File: src/rtl/prefix_adder_pipe.sv
// rtl/prefix_adder_pipe.sv - pipelined Kogge-Stone prefix adder/subtractor with valid/ready
module prefix_adder_pipe #(
   parameter int WIDTH     = 32,
   parameter int REG_EVERY = 2
) (
   input  logic             clk,
   input  logic             rst_n,
   input  logic             in_valid,
   output logic             in_ready,
   input  logic [WIDTH-1:0] a,
   input  logic [WIDTH-1:0] b,
   input  logic             cin,
   input  logic             sub,
   output logic             out_valid,
   input  logic             out_ready,
   output logic [WIDTH-1:0] sum,
   output logic             cout,
   output logic             ovf,
   output logic             zero
);
   localparam int L = $clog2(WIDTH);

   logic adv;
   assign in_ready = !out_valid || out_ready;
   assign adv      = in_ready;

   logic [WIDTH-1:0] s0_a, s0_b;
   logic             s0_c, s0_v;

   always_ff @(posedge clk) begin
      if (!rst_n) begin
         s0_a <= '0;
         s0_b <= '0;
         s0_c <= 1'b0;
         s0_v <= 1'b0;
      end else if (adv) begin
         s0_a <= a;
         s0_b <= b ^ {WIDTH{sub}};
         s0_c <= cin ^ sub;
         s0_v <= in_valid;
      end
   end

   // Carry-in enters the tree as the generate of a virtual bit -1.
   logic [WIDTH-1:0] pre_g, pre_p;
   always_comb begin
      pre_p    = s0_a ^ s0_b;
      pre_g    = s0_a & s0_b;
      pre_g[0] = pre_g[0] | (pre_p[0] & s0_c);
   end

   for (genvar k = 0; k < L; k++) begin : lvl
      localparam int SPAN = 1 << k;
      logic [WIDTH-1:0] g_prev, p_prev, po_prev, g_cmb, p_cmb, g_nxt, p_nxt, po_nxt;
      logic             c0_prev, v_prev, c0_nxt, v_nxt;

      if (k == 0) begin : src
         assign g_prev  = pre_g;
         assign p_prev  = pre_p;
         assign po_prev = pre_p;
         assign c0_prev = s0_c;
         assign v_prev  = s0_v;
      end else begin : src
         assign g_prev  = lvl[k-1].g_nxt;
         assign p_prev  = lvl[k-1].p_nxt;
         assign po_prev = lvl[k-1].po_nxt;
         assign c0_prev = lvl[k-1].c0_nxt;
         assign v_prev  = lvl[k-1].v_nxt;
      end

      for (genvar i = 0; i < WIDTH; i++) begin : node
         if (i >= SPAN) begin : comb
            assign g_cmb[i] = g_prev[i] | (p_prev[i] & g_prev[i-SPAN]);
            assign p_cmb[i] = p_prev[i] & p_prev[i-SPAN];
         end else begin : pass
            assign g_cmb[i] = g_prev[i];
            assign p_cmb[i] = p_prev[i];
         end
      end

      // The last level feeds the output stage directly, so it never gets its own register.
      if (((k + 1) % REG_EVERY == 0) && (k != L - 1)) begin : rg
         always_ff @(posedge clk) begin
            if (!rst_n) begin
               g_nxt  <= '0;
               p_nxt  <= '0;
               po_nxt <= '0;
               c0_nxt <= 1'b0;
               v_nxt  <= 1'b0;
            end else if (adv) begin
               g_nxt  <= g_cmb;
               p_nxt  <= p_cmb;
               po_nxt <= po_prev;
               c0_nxt <= c0_prev;
               v_nxt  <= v_prev;
            end
         end
      end else begin : wr
         assign g_nxt  = g_cmb;
         assign p_nxt  = p_cmb;
         assign po_nxt = po_prev;
         assign c0_nxt = c0_prev;
         assign v_nxt  = v_prev;
      end
   end

   logic [WIDTH-1:0] c_fin, p_orig, sum_d;
   logic             c0_fin, v_fin, unused_p;

   assign c_fin    = lvl[L-1].g_nxt;
   assign p_orig   = lvl[L-1].po_nxt;
   assign c0_fin   = lvl[L-1].c0_nxt;
   assign v_fin    = lvl[L-1].v_nxt;
   assign unused_p = ^lvl[L-1].p_nxt;
   assign sum_d    = p_orig ^ {c_fin[WIDTH-2:0], c0_fin};

   always_ff @(posedge clk) begin
      if (!rst_n) begin
         out_valid <= 1'b0;
         sum       <= '0;
         cout      <= 1'b0;
         ovf       <= 1'b0;
         zero      <= 1'b0;
      end else if (adv) begin
         out_valid <= v_fin;
         sum       <= sum_d;
         cout      <= c_fin[WIDTH-1];
         ovf       <= c_fin[WIDTH-1] ^ c_fin[WIDTH-2];
         zero      <= ~|sum_d;
      end
   end
endmodule

File: config.mk
export PLATFORM = sky130hd
export DESIGN_NAME = prefix_adder_pipe
export DESIGN_NICKNAME = d
export VERILOG_FILES = /design/src/rtl/prefix_adder_pipe.sv
export SDC_FILE = /design/constraint.sdc
export NUM_CORES = 1
export LEC_CHECK = 0
export BUFFER_PORTS_ARGS = -buffer_cell sky130_fd_sc_hd__buf_4
export CORE_MARGIN = 2
export CORE_UTILIZATION = 40
export DETAILED_ROUTE_END_ITERATION = 16
export SLEW_MARGIN = 20
export SYNTH_ARGS = -nofsm -noshare
export SYNTH_HDL_FRONTEND = slang
export SYNTH_SLANG_ARGS = --single-unit
File: constraint.sdc
create_clock -name clk -period 5.3 [get_ports clk]
set_clock_uncertainty 0.2 [all_clocks]
set_input_delay 1.59 -clock clk [delete_from_list [all_inputs] [get_ports clk]]
set_output_delay 1.59 -clock clk [all_outputs]
set_load 0.02 [all_outputs]
==> metrics.md <==
| Metric | Value |
|---|---|
| Via count | `9,570` |
| TNS Setup | `0 ns` |
| CTS buffer count | `30` |
| Worst-margin pin slew | `1.11 ns` |
| Cells after DPL | `1,771` |
| CP required | `~3.5 ns` |
| DR WL/cell | `about 17 microns` |
| Max-cap violation count | `0` |
| Site Rows | `62` |
| Post-CTS Resized | `0` |
| Via density | `5.24` |
| Number of antenna diodes | `0` |
| Final hold vios | `0` |
| Ports | `107` |
| Synth Warn # | `0` |
| Status | `finished clean` |
| Max layer used | `met4` |
| Startpoint Class | `primary input` |
| CP max FO | `75` |
| Die height | `173 microns` |
| Synth area leaders | `dfxtp_1, nand2_1, a21oi_1, xnor2_1, nor2_1` |
| Syn avg cell area | `8.39 sq um` |
| CP Class | `in -> out` |
| Hold-fix buffers at CTS | `0` |
| Worst vdd ir | `0.000230 V` |
| Design Power | `5.00 mW` |
| Clock power frac | `0.446` |
| CP Capture Type | `output port` |
| Cells after synthesis | `around 1,400` |
| Post-CTS setup repair buffer count | `0` |
| Internal | `3.79 mW` |
| Seq cells post-synth | `278` |
| Met3 WL post-DR | `1210 microns` |
| Seq pwr share | `0.456` |
| H-tree depth | `1` |
| CTS tree | `yes` |
| Post-DP Area | `0.0123 sq mm` |
| Total GRT Usage | `0.201` |
| Met1 WL | `14,800 microns` |
| P_leak | `5.45 nW` |
| Nets | `1,521` |
| NetSw | `1.21 mW` |
| Comb power frac | `0.098` |
| Port buffer count | `106` |
| RSZ-0062 raised after global routing | `no` |
| CORE AREA | `0.0285 sq mm` |
| Die width | `between 150 and 200 microns` |
| Area grow syn2layout | `16.5%` |
| Mapped Area | `between 0.01 and 0.015 sq mm` |
| PD cells | `374 mW/mm^2` |
| Pre-antenna DRT Iters | `5` |
| Fin area | `0.0134 sq mm` |
| Library cells used by synthesis | `35` |
| DP HPWL | `a little over 20,000 microns` |
| Pin count of the biggest net entering global routing | `211` |
| Top FF cell, synth | `dfxtp_1` |
| ANT nets after route | `0` |
| Post-synth EDFFs | `0` |
| Final worst path period share | `0.783` |
| Clock Sinks | `278` |
| Drt drc | `0` |
| Hold Path Class | `reg -> reg` |
| Fillcell total | `about 2,900` |
| Mapped Nets | `1,472` |
| First-pass GRT wire length | `49,200 microns` |
| Clock latency on the worst-skew pair | `0.56 ns` |
| Final RePlAce weighted congestion | `0.821` |
| Clk slew on worst S/H paths | `about 0.060 ns` |
| Fmax achieved | `241 MHz` |
| Slew Viols, Final | `0` |
| Die area | `0.0301 sq mm` |
| Sequential share of the synthesized area | `0.484` |
| Number of global-route vias before repair | `slightly below 9,000` |
| Synth top area share | `0.484` |
| Async SR Flop Fraction | `0` |
| Initial core utilization | `0.404` |
| Layout cells sized above 1 | `0.117` |
| Fraction of power spent switching nets | `0.242` |
| Fin cells | `1,825` |
| Gr ovfl total | `0` |
| Drt initial violations | `967` |
| Final Setup Violations | `0` |
| Synth area leader | `dfxtp_1` |
| Post-Route WL | `a little over 30,000 microns` |
| Initial antenna violation count | `0` |
| Met2 Routed Length | `13,800 microns` |
| WP data arrival | `2.36 ns` |
| Root Buffer | `clkbuf_16` |
| Maximum clock insertion buffer count | `3` |
| Tmin final | `4.15 ns` |
| Relative slew slack | `0.257` |
[logic make-up after synthesis]
group           Yosys count  synth area share
xor+xnor                 66            0.0503
compound gates          406             0.212
flops                   278             0.484
buf+inv                  98            0.0491
mux                       1          0.000871
fa+ha+maj                32            0.0349
simple gates            489             0.169
[final cells by class]
cell class / count / area (sq um) / share of cell area
Timing Repair Buffer: 111 / 883 / 0.0660
Inverter: 4 / 27.5 / 0.00206
Clock inverter: 11 / 184 / 0.0137
Clock buffer: 43 / 881 / 0.0658
Sequential cell: 278 / 5570 / 0.416
Multi-Input combinational cell: 994 / 5360 / 0.401
Tap cell: 384 / 480 / 0.0359
[cells in the mapped netlist (6+ instances only)]
cell type and number:
a21o_1 30, ha_1 32, a21oi_2 6, o211ai_1 22, nor3_1 24, a32oi_1 24
buf_6 9, a211oi_1 52, nor2_1 142, dfxtp_1 278, xnor2_1 66, o21ai_0 29
o21ai_1 11, buf_4 19, and3_1 11, buf_2 37, a21oi_1 218, nand2_1 294
clkbuf_1 22, a31oi_1 9
[metrics by stage]
| step | setup WS [ns] | hold WS [ns] | util |
|---|---|---|---|
| final | 1.15 | 0.249 | 0.470 |
| after floorplan | 1.26 | 0.232 | - |
| after global placement | 1.18 | 0.239 | 0.433 |
| after global routing | 1.15 | 0.270 | 0.470 |
| after CTS | 1.18 | 0.252 | 0.470 |
| after detailed placement | 1.18 | 0.244 | 0.433 |
[state kept, by name, summed over array words and instances (netlist names)]
name        count
c0_fin          1
cout            1
lvl.c0_nxt      2
lvl.g_nxt      64
lvl.p_nxt      46
lvl.po_nxt     62
lvl.v_nxt       3
out_valid       1
ovf             1
s0_a           32
s0_b           32
sum            32
zero            1
[power by group through the flow]
stage	clock network, mW	registers, mW	logic (mW)
after floorplan	0	2.31	0.309
after global placement	0	2.33	0.486
after detailed placement	0	2.33	0.489
after CTS	2.26	2.28	0.492
after global routing	2.35	2.29	0.543
final	2.23	2.28	0.490
[critical path, stage by stage]
cell and delay (ns):
buf_4 0.12, nor2b_4 0.20, inv_8 0.14, buf_4 0.24
[per-layer routing]
layer  track usage  vias up
met5             0        -
met4        0.0554        0
met3        0.0239       40
met2         0.317      206
met1         0.289     4489
li1              -     4835
[cell usage in the layout, fill, tap and decap left out, types with 5 or more instances in the layout]
cell	synthesis	routed
nand2_1	294	294
o211ai_1	22	22
a31oi_1	9	9
clkbuf_16	0	31
clkinv_2	0	5
clkbuf_1	22	6
clkbuf_8	0	6
nor2_1	142	142
o21ai_0	29	29
a32oi_1	24	24
a21oi_2	6	6
o21ai_1	11	11
bufinv_16	0	5
dfxtp_1	278	278
nor4_1	5	5
a21oi_1	218	218
ha_1	32	32
nor3_1	24	24
xnor2_1	66	66
a211oi_1	52	52
a21o_1	30	30
and3_1	11	11
buf_4	19	107
nand3_1	5	5
[path summary, 6_finish.rpt]
path,depth (start not counted),slack (ns),start,to
worst max register to register,6,2.88,out_valid,lvl[1].p_nxt[5]
worst max-delay path,4,1.15,out_ready,in_ready
worst min register to register,2,0.25,lvl[1].po_nxt[1],lvl[1].po_nxt[1]
worst min-delay path,2,0.25,lvl[1].po_nxt[1],lvl[1].po_nxt[1]
Note: power is estimated with default switching activity, not from simulation.
